`src/rtl/latency_monitor.sv`:
```
// Per-lane packet latency monitor: timestamps sampled packet starts, pairs them with sampled
// completions through a FIFO and publishes windowed sum/count/max/min delay statistics.
module latency_monitor #(
    parameter int unsigned TS_WIDTH    = 32,
    parameter int unsigned ACC_WIDTH   = 40,
    parameter int unsigned DEPTH_LOG2  = 6,
    parameter int unsigned SAMPLE_LOG2 = 2,
    parameter int unsigned SAMPLE_ID   = 1,
    parameter int unsigned WINDOW      = 50000
) (
    input  logic                 clk,
    input  logic                 reset,
    input  logic                 start_valid,
    input  logic                 over_valid,
    output logic [TS_WIDTH-1:0]  count,
    output logic                 win_valid,
    output logic [ACC_WIDTH-1:0] win_delay_sum,
    output logic [31:0]          win_pkt_count,
    output logic [TS_WIDTH-1:0]  win_max_delay,
    output logic [TS_WIDTH-1:0]  win_min_delay,
    output logic                 win_ovf,
    output logic                 win_udf,
    output logic [DEPTH_LOG2:0]  fifo_level
);
    localparam int unsigned            Depth     = 2 ** DEPTH_LOG2;
    localparam logic [TS_WIDTH-1:0]    WinLast   = TS_WIDTH'(WINDOW);
    localparam logic [TS_WIDTH:0]      Period    = (TS_WIDTH+1)'(WINDOW) + (TS_WIDTH+1)'(1);
    localparam logic [SAMPLE_LOG2-1:0] SampleId  = SAMPLE_LOG2'(SAMPLE_ID);
    localparam logic [DEPTH_LOG2:0]    LevelFull = (DEPTH_LOG2+1)'(Depth);

    // Timer and sequence counters
    logic [TS_WIDTH-1:0]    count_q, count_d;
    logic [SAMPLE_LOG2-1:0] start_seq_q, start_seq_d, over_seq_q, over_seq_d;
    logic                   win_close, start_hit, over_hit;

    // Timestamp FIFO
    logic [TS_WIDTH-1:0]   mem_q [Depth];
    logic [DEPTH_LOG2-1:0] wr_ptr_q, wr_ptr_d, rd_ptr_q, rd_ptr_d;
    logic [DEPTH_LOG2:0]   level_q, level_d;
    logic                  fifo_empty, fifo_full, push, pop, ovf_evt, udf_evt;

    // Delay pipeline
    logic                s1_valid_q, s2_valid_q;
    logic [TS_WIDTH-1:0] s1_start_q, s1_over_q, s2_delay_q, delay_d;

    // Window accumulators and snapshot
    logic [ACC_WIDTH-1:0] sum_q, sum_d, sum_acc, snap_sum_q, snap_sum_d;
    logic [ACC_WIDTH:0]   sum_ext;
    logic [31:0]          pkt_q, pkt_d, pkt_acc, snap_pkt_q, snap_pkt_d;
    logic [TS_WIDTH-1:0]  max_q, max_d, max_acc, snap_max_q, snap_max_d;
    logic [TS_WIDTH-1:0]  min_q, min_d, min_acc, snap_min_q, snap_min_d;
    logic                 ovf_q, ovf_d, ovf_acc, snap_ovf_q, snap_ovf_d;
    logic                 udf_q, udf_d, udf_acc, snap_udf_q, snap_udf_d;

    assign win_close  = (count_q == WinLast);
    assign start_hit  = start_valid && (start_seq_q == SampleId);
    assign over_hit   = over_valid && (over_seq_q == SampleId);
    assign fifo_empty = (level_q == '0);
    assign fifo_full  = (level_q == LevelFull);
    // No push->pop bypass: an over seeing an empty FIFO underflows even if a start lands now.
    assign pop        = over_hit && !fifo_empty;
    assign push       = start_hit && (!fifo_full || pop);
    assign ovf_evt    = start_hit && fifo_full && !pop;
    assign udf_evt    = over_hit && fifo_empty;

    // Wrap-aware delay; valid while the true delay is shorter than one window period.
    always_comb begin
        if (s1_over_q >= s1_start_q) begin
            delay_d = TS_WIDTH'({1'b0, s1_over_q} - {1'b0, s1_start_q});
        end else begin
            delay_d = TS_WIDTH'({1'b0, s1_over_q} + Period - {1'b0, s1_start_q});
        end
    end

    always_comb begin
        count_d     = win_close ? '0 : count_q + TS_WIDTH'(1);
        start_seq_d = start_valid ? start_seq_q + SAMPLE_LOG2'(1) : start_seq_q;
        over_seq_d  = over_valid ? over_seq_q + SAMPLE_LOG2'(1) : over_seq_q;
        wr_ptr_d    = push ? wr_ptr_q + DEPTH_LOG2'(1) : wr_ptr_q;
        rd_ptr_d    = pop ? rd_ptr_q + DEPTH_LOG2'(1) : rd_ptr_q;
        level_d     = level_q;
        if (push && !pop) begin
            level_d = level_q + (DEPTH_LOG2+1)'(1);
        end else if (pop && !push) begin
            level_d = level_q - (DEPTH_LOG2+1)'(1);
        end
    end

    // Accumulator values including this cycle's commit and flag events
    always_comb begin
        sum_ext = {1'b0, sum_q} + (ACC_WIDTH+1)'(s2_delay_q);
        sum_acc = sum_q;
        pkt_acc = pkt_q;
        max_acc = max_q;
        min_acc = min_q;
        if (s2_valid_q) begin
            sum_acc = sum_ext[ACC_WIDTH] ? '1 : sum_ext[ACC_WIDTH-1:0];
            pkt_acc = (pkt_q == '1) ? pkt_q : pkt_q + 32'd1;
            max_acc = (s2_delay_q > max_q) ? s2_delay_q : max_q;
            min_acc = (s2_delay_q < min_q) ? s2_delay_q : min_q;
        end
        ovf_acc = ovf_q | ovf_evt;
        udf_acc = udf_q | udf_evt;
    end

    always_comb begin
        sum_d      = sum_acc;
        pkt_d      = pkt_acc;
        max_d      = max_acc;
        min_d      = min_acc;
        ovf_d      = ovf_acc;
        udf_d      = udf_acc;
        snap_sum_d = snap_sum_q;
        snap_pkt_d = snap_pkt_q;
        snap_max_d = snap_max_q;
        snap_min_d = snap_min_q;
        snap_ovf_d = snap_ovf_q;
        snap_udf_d = snap_udf_q;
        if (win_close) begin
            snap_sum_d = sum_acc;
            snap_pkt_d = pkt_acc;
            snap_max_d = max_acc;
            snap_min_d = min_acc;
            snap_ovf_d = ovf_acc;
            snap_udf_d = udf_acc;
            sum_d      = '0;
            pkt_d      = '0;
            max_d      = '0;
            min_d      = '1;
            ovf_d      = 1'b0;
            udf_d      = 1'b0;
        end
    end

    always_ff @(posedge clk or negedge reset) begin
        if (!reset) begin
            count_q     <= '0;
            start_seq_q <= '0;
            over_seq_q  <= '0;
            wr_ptr_q    <= '0;
            rd_ptr_q    <= '0;
            level_q     <= '0;
            s1_valid_q  <= 1'b0;
            s1_start_q  <= '0;
            s1_over_q   <= '0;
            s2_valid_q  <= 1'b0;
            s2_delay_q  <= '0;
            sum_q       <= '0;
            pkt_q       <= '0;
            max_q       <= '0;
            min_q       <= '1;
            ovf_q       <= 1'b0;
            udf_q       <= 1'b0;
            snap_sum_q  <= '0;
            snap_pkt_q  <= '0;
            snap_max_q  <= '0;
            snap_min_q  <= '1;
            snap_ovf_q  <= 1'b0;
            snap_udf_q  <= 1'b0;
        end else begin
            count_q     <= count_d;
            start_seq_q <= start_seq_d;
            over_seq_q  <= over_seq_d;
            wr_ptr_q    <= wr_ptr_d;
            rd_ptr_q    <= rd_ptr_d;
            level_q     <= level_d;
            s1_valid_q  <= pop;
            s1_start_q  <= mem_q[rd_ptr_q];
            s1_over_q   <= count_q;
            s2_valid_q  <= s1_valid_q;
            s2_delay_q  <= delay_d;
            sum_q       <= sum_d;
            pkt_q       <= pkt_d;
            max_q       <= max_d;
            min_q       <= min_d;
            ovf_q       <= ovf_d;
            udf_q       <= udf_d;
            snap_sum_q  <= snap_sum_d;
            snap_pkt_q  <= snap_pkt_d;
            snap_max_q  <= snap_max_d;
            snap_min_q  <= snap_min_d;
            snap_ovf_q  <= snap_ovf_d;
            snap_udf_q  <= snap_udf_d;
        end
    end

    always_ff @(posedge clk) begin
        if (push) begin
            mem_q[wr_ptr_q] <= count_q;
        end
    end

    // During the close cycle the snapshot is presented straight from the accumulators so that
    // win_valid and the data it qualifies coincide; afterwards the snapshot registers hold it.
    assign count         = count_q;
    assign fifo_level    = level_q;
    assign win_valid     = win_close;
    assign win_delay_sum = win_close ? sum_acc : snap_sum_q;
    assign win_pkt_count = win_close ? pkt_acc : snap_pkt_q;
    assign win_max_delay = win_close ? max_acc : snap_max_q;
    assign win_min_delay = win_close ? min_acc : snap_min_q;
    assign win_ovf       = win_close ? ovf_acc : snap_ovf_q;
    assign win_udf       = win_close ? udf_acc : snap_udf_q;

endmodule

```
`config.mk`:
```
export PLATFORM = sky130hd
export DESIGN_NAME = latency_monitor
export DESIGN_NICKNAME = d
export VERILOG_FILES = /design/src/rtl/latency_monitor.sv
export SDC_FILE = /design/constraint.sdc
export NUM_CORES = 2
export LEC_CHECK = 0
export BUFFER_PORTS_ARGS = -buffer_cell sky130_fd_sc_hd__buf_2
export CAP_MARGIN = 20
export CORE_MARGIN = 5
export CORE_UTILIZATION = 60
export CTS_BUF_LIST = sky130_fd_sc_hd__clkbuf_2
export DETAILED_ROUTE_END_ITERATION = 8
export PLACE_DENSITY_LB_ADDON = 0.12
export SYNTH_ARGS = -nofsm -noshare
export SYNTH_HDL_FRONTEND = slang
export SYNTH_SLANG_ARGS = --single-unit
```
`constraint.sdc`:
```
create_clock -name clk -period 4.8 [get_ports clk]
set_input_delay 0.96 -clock clk [delete_from_list [all_inputs] [get_ports clk]]
set_output_delay 0.96 -clock clk [all_outputs]
set_load 0.005 [all_outputs]
```
---- Word level (Yosys, flattened, before mapping) ----
Memory sizes are Yosys's and may differ from the RTL's. A register that Yosys moved wholly into a read port is not among the register bits.
Cells that the tools add are included.
storage, ports and cells
  flip-flop bits (word level) ............. 397
  memory bits (writable) .................. 2048
  word-level logic and storage cells ...... 88
  memories kept ........................... 1
memories
  memory  words  bits a word  read ports  clocked after Yosys merged registers in  wr ports  line  RTL
  mem_q   64     32           1           1                                        1         37    logic [TS_WIDTH-1:0] mem_q [Depth];
operators by class
  $add $sub $neg .......................... 12
  $lt $le $gt $ge ......................... 3
  equality and inequality tests ........... 5
  muxes and demuxes ....................... 26
  bitwise operators ....................... 2
  reductions and logical operators ........ 17
operators with widths
  operator                  count
  $mux W32                  14
  $mux W40                  4
  $add A32 B1 Y32 const B   2
  $sub A32 B32 Y32          2
  $add A40 B32 Y41          1
  $add A32 B16 Y32 const B  1
  $eq A32 B16 Y1 const B    1
  $eq A32 B32 Y1 const B    1
  $ge A32 B32 Y1            1
  $gt A32 B32 Y1            1
  $lt A32 B32 Y1            1
  $mux W7                   2
  $add A6 B1 Y6 const B     2
  $logic_and A1 B1 Y1       9
  $add A7 B1 Y7 const B     1
  $eq A7 B7 Y1 const B      1
  $logic_not A7 Y1          1
  $sub A7 B1 Y7 const B     1
  $mux W1                   6
  $logic_not A1 Y1          5
  $add A2 B1 Y2 const B     2
  $eq A2 B1 Y1 const B      2
  $or A1 B1 Y1              2
  $reduce_bool A2 Y1        1
  $logic_or A1 B1 Y1        1

---- Longest topological paths before layout ----
  word-level depth ........................ 9
  depth in mapped cells ................... 17
  depth with buffers taken out ............ 16

---- Worst setup path after synthesis ----
No wires, ideal clock.
  path kind ............................... reg2out
  from .................................... reg count_q[0], in the netlist count[0]
  to ...................................... out win_pkt_count[31]
  arrival ................................. 3.010 ns
  required time ........................... 3.840 ns
  setup slack ............................. 0.830 ns
  cell stages (with the launch flop) ...... 12
  path buffers ............................ 4
  path through ............................ dfrtp_1 -> inv_1 -> ha_1 -> nor4b_1 -> nand4_1 -> or2_1 -> clkbuf_1 -> clkbuf_1 -> clkbuf_1 -> clkbuf_1 -> nand2_1 -> o21ai_1
on the way
  word-level cells in the longest chain between the ends .. 2
RTL lines
  element                 line  RTL
  from (decl)             32    logic [TS_WIDTH-1:0] count_q, count_d;
  from (signal assigned)  161   count_q <= count_d;
  $eq A32 B16 Y1          55    assign win_close = (count_q == WinLast);
  $mux W32                n/a
  to (decl)               18    output logic [31:0] win_pkt_count,
Every way passes these cells.

---- Final worst setup path ----
  from .................................... reg s2_delay_q[29]
  to ...................................... out win_delay_sum[39]
on the way
  word-level cells in the longest chain between the ends .. 4
RTL lines
  element                 line  RTL
  from (decl)             44    logic [TS_WIDTH-1:0] s1_start_q, s1_over_q, s2_delay_q, delay_d;
  from (signal assigned)  171   s2_delay_q <= delay_d;
  $add A40 B32 Y41        91    sum_ext = {1'b0, sum_q} + (ACC_WIDTH+1)'(s2_delay_q);
  $mux W40                97    sum_acc = sum_ext[ACC_WIDTH] ? '1 : sum_ext[ACC_WIDTH-1:0];
  $mux W40                96    if (s2_valid_q) begin
  $mux W40                n/a
  to (decl)               17    output logic [ACC_WIDTH-1:0] win_delay_sum,
Every way passes these cells.

==> impl_summary.log <==
[metrics] result of the run: finished with violations
[metrics] violations in the final reports: negative setup slack
[metrics] most common flop cell mapped by yosys: sky130_fd_sc_hd__edfxtp_1
[metrics] minimum period implied by the final worst setup slack: 5.73 ns
[metrics] RSZ-0062 raised after global routing: yes
[metrics] number of optimization iterations in the first detailed-route pass: 7
[metrics] first-pass GRT wire length: 408,000 µm
[metrics] TritonCTS sink count: 2,477
[metrics] Finished Cell Area: 120,000 µm²
[metrics] Clock Power Share: 23.0%
[metrics] synth warn: 0
[metrics] fraction of final layout cells sized beyond drive strength 1: 40.1%
[metrics] Hold WC Path Type: reg2reg
[metrics] number of hold violations in the final report: 0
[metrics] pin count of the biggest net entering global routing: 88
[metrics] PortBufs: 181
[metrics] routed wire length: 282,000 µm
[metrics] slew of the pin with the lowest slew margin: 1.16 ns
[metrics] clk_lat worst skew: 1.86 ns
[metrics] effective utilization at floorplan: 60.5%
[metrics] count of maximum capacitance violations: 0
[metrics] Max-Slew Margin vs Limit: 22.5%
[metrics] number of slew-limit violations in the final report: 0
[metrics] Die ar.: 179,000 µm²
[metrics] final critical-path share of the clock period: 119%
[metrics] hold_ws: 0.365 ns
[metrics] kind of launch point of the worst setup path: flop
[metrics] skew final: 0.164 ns
[metrics] Synth Register Bits: 2,477
[metrics] Max rail drop VDD: 0.315 mV
[metrics] Vias: 60,200
[metrics] Placed Instance Area: 108,000 µm²
[metrics] remaining antenna violation count after routing: 0
[metrics] clock root cell: sky130_fd_sc_hd__clkbuf_2
[metrics] cell-by-cell trace of the critical path: ha_2 > and3_2 > nand4_1 > a2111oi_4 > buf_4 > o31ai_4 > nor2_4 > nor3b_1 > o31ai_1 > buf_2
[metrics] startpoint of the worst setup timing path: s2_delay_q[29]$_DFF_PN0_
[metrics] Setup Viol. Count Final: 138
[metrics] final-stage net count: 6,841
[metrics] horizontal extent of the die: 423 µm
[metrics] I/O Pins: 182
[metrics] number of cells produced by synthesis: 5,635
[metrics] sequential share of the synthesized area: 70.5%
[metrics] part of the total power dissipated in combinational logic: 34.8%
[metrics] proportion of power drawn by flip-flops and latches: 42.2%
[metrics] startpoint of the lowest-slack register-to-register path: count[0]$_DFF_PN0_
[metrics] critical path data arrival time: 4.77 ns
[metrics] number of buffers created by CTS: 617
[metrics] buffers and inverters on the worst path: 2
[metrics] static leakage: 0.0418 µW
[metrics] maximum count of clock buffers along a single path: 4
[metrics] Setup WS post-layout: -0.929 ns
[metrics] CTS HTree Levels: 6
[metrics] sum of overflow across all layers after global routing: 0
[metrics] overall global routing resource usage: 31.2%
[metrics] worst-path cell with the longest stage delay: sky130_fd_sc_hd__dfrtp_2
[metrics] Final Wtd Congestion: 0.895
[metrics] die span in y: 423 µm
[metrics] category of cells accounting for the largest share of critical-path delay: simple AND/OR/NAND/NOR gates
[metrics] number of global-route vias before repair: 61,100
[metrics] highest clock rate: 175 MHz
[metrics] area added between synthesis and finish: 16.6%
[metrics] Power Dens Cells: 503 nW/µm²
[metrics] Clock transition at path regs: 0.10 ns
[metrics] Remaining DRCs: 0
[metrics] FP Rows: 151
[metrics] HPWL after detailed placement: 162,000 µm
[metrics] switching share of power: 35.9%
[metrics] delay of the slowest cell on the worst path: 0.51 ns
[metrics] Syn Nets: 5,844
[metrics] CTS tree: yes
[metrics] pre-CTS setup slack: 0.344 ns
[metrics] average size of a mapped cell: 18.2 µm²
[metrics] core area: 170,000 µm²
[metrics] Cell Int Power: 38,600 µW
[metrics] detail-routed via count per cell: 6.47
[metrics] Hold Crit Start: s1_valid_q$_DFF_PN0_
[metrics] antenna violations before repair: 22
[metrics] library cells used by synthesis: 87
[metrics] Routed wire per std cell: 30.3 µm
[metrics] CP Data Required Time: 3.84 ns
[metrics] first-iteration detailed-routing DRC count: 7,400
[metrics] Cell Area, Synth: 103,000 µm²
[metrics] async set or reset register ratio after synthesis: 17.3%
[metrics] endpoint class of the critical path: output pin
[metrics] EDFF count, synth: 2,048
[metrics] net switching power of the design: 21,600 µW
[metrics] highest fanout seen on the critical path: 6
[metrics] worst setup path category: reg2out
Yosys cell counts, types with 50 or more instances:
cell type	n	share of area, %
sky130_fd_sc_hd__xor2_1	59	0.50
sky130_fd_sc_hd__mux4_2	672	15
sky130_fd_sc_hd__clkbuf_1	188	0.69
sky130_fd_sc_hd__ha_1	178	2.2
sky130_fd_sc_hd__a21oi_1	150	0.73
sky130_fd_sc_hd__inv_1	186	0.68
sky130_fd_sc_hd__edfxtp_1	2048	60
sky130_fd_sc_hd__o21ai_1	100	0.49
sky130_fd_sc_hd__nand3_1	85	0.41
sky130_fd_sc_hd__nor2_1	292	1.1
sky130_fd_sc_hd__a211oi_1	87	0.64
sky130_fd_sc_hd__dfstp_2	64	1.6
sky130_fd_sc_hd__buf_2	59	0.29
sky130_fd_sc_hd__dfrtp_1	365	8.9
sky130_fd_sc_hd__xnor2_1	93	0.79
sky130_fd_sc_hd__o21ai_0	141	0.69
sky130_fd_sc_hd__nand2_1	237	0.87
sky130_fd_sc_hd__nor3_1	63	0.31
sky130_fd_sc_hd__a31oi_1	50	0.30
placed cells by master (no fill, tap or decap), drive strengths merged, types with 178 or more instances in the layout:
cell    instances
edfxtp       2048
clkbuf        928
mux4          672
buf           642
dfrtp         365
nor2          292
o21ai         242
nand2         237
inv           206
ha            178
cell families after synthesis:
family	Yosys count	synth area share, %
AND/OR/NAND/NOR	893	4.07
buffers and inverters	472	1.81
adder cells (fa/ha/maj)	205	2.70
flip-flops	2477	70.5
AO/OA/AOI/OAI	748	4.70
XOR/XNOR	152	1.30
multiplexers	688	14.9
power groups by stage:
| stage | sequential [µW] | combinational, µW | clock, µW |
|---|---|---|---|
| after global placement | 25700 | 18200 | 0 |
| final | 25400 | 20900 | 13900 |
| after CTS | 25300 | 19800 | 14200 |
| after global routing | 25500 | 22300 | 15500 |
| after detailed placement | 25700 | 18200 | 0 |
| after floorplan | 25000 | 12400 | 0 |
layout make-up:
| cell class | instances | area [µm²] |
|---|---|---|
| repair inverters | 2 | 17.5 |
| well taps | 2218 | 2780 |
| inverters | 190 | 742 |
| multi-input cells | 2686 | 32100 |
| flip-flops and latches | 2477 | 72400 |
| clock buffers | 920 | 4600 |
| repair buffers | 658 | 6110 |
| diodes | 8 | 20.0 |
| clock inverters | 146 | 805 |
| fillers | 10800 | 50100 |
metrics by stage:
| stage | utilization (%) | TNS, ns | total power [µW] | instances |
|---|---|---|---|---|
| after detailed placement | 63.8 | 0 | 43900 | 8001 |
| after CTS | 69.3 | -124.79 | 59300 | 9222 |
| after global routing | 70.5 | -130.14 | 63200 | 9302 |
| after global placement | 63.8 | 0 | 43900 | 8001 |
| final | 70.5 | -85.88 | 60200 | 9305 |
| after floorplan | - | 0 | 37500 | 5635 |
per-layer routing:
layer	vias up	global-route usage, %	routed length [µm]
li1	25000	-	-
met1	31100	45.1	108000
met2	3567	48.5	135000
met3	602	6.65	29300
met4	8	10.4	9090
met5	-	0	67
path summary, 6_finish.rpt:
check	depth (start not counted)	slack (ns)	to
min	0	0.37	s2_valid_q$_DFF_PN0_
max in group asynchronous	4	3.71	max_q[20]$_DFF_PN0_
min in group asynchronous	4	0.43	snap_sum_q[36]$_DFF_PN0_
max	10	-0.93	win_delay_sum[39]
min reg2reg	0	0.37	s2_valid_q$_DFF_PN0_
max reg2reg	31	0.14	snap_pkt_q[19]$_DFF_PN0_
sequential cells by signal (all words and copies together), names as in the netlist, 2 cells and up:
signal,flops
rd_ptr_q,6
count,32
pkt_q,32
s2_delay_q,32
max_q,32
mem_q,2048
over_seq_q,2
min_q,32
start_seq_q,2
fifo_level,7
snap_pkt_q,32
snap_max_q,32
wr_ptr_q,6
snap_sum_q,40
s1_over_q,32
s1_start_q,32
snap_min_q,32
sum_q,40
timing repair:
| item | CTS | global route |
|---|---|---|
| hold buffers | 7 | 0 |
| hold endpoints to repair | 440 | 0 |
| gates resized for setup | 442 | 272 |
| setup endpoints to repair | 139 | 140 |
| cloned | 18 | 8 |
| setup buffers | 131 | 80 |
| pin swaps | 102 | 109 |
No activity file was read; power rests on OpenSTA's default activity.
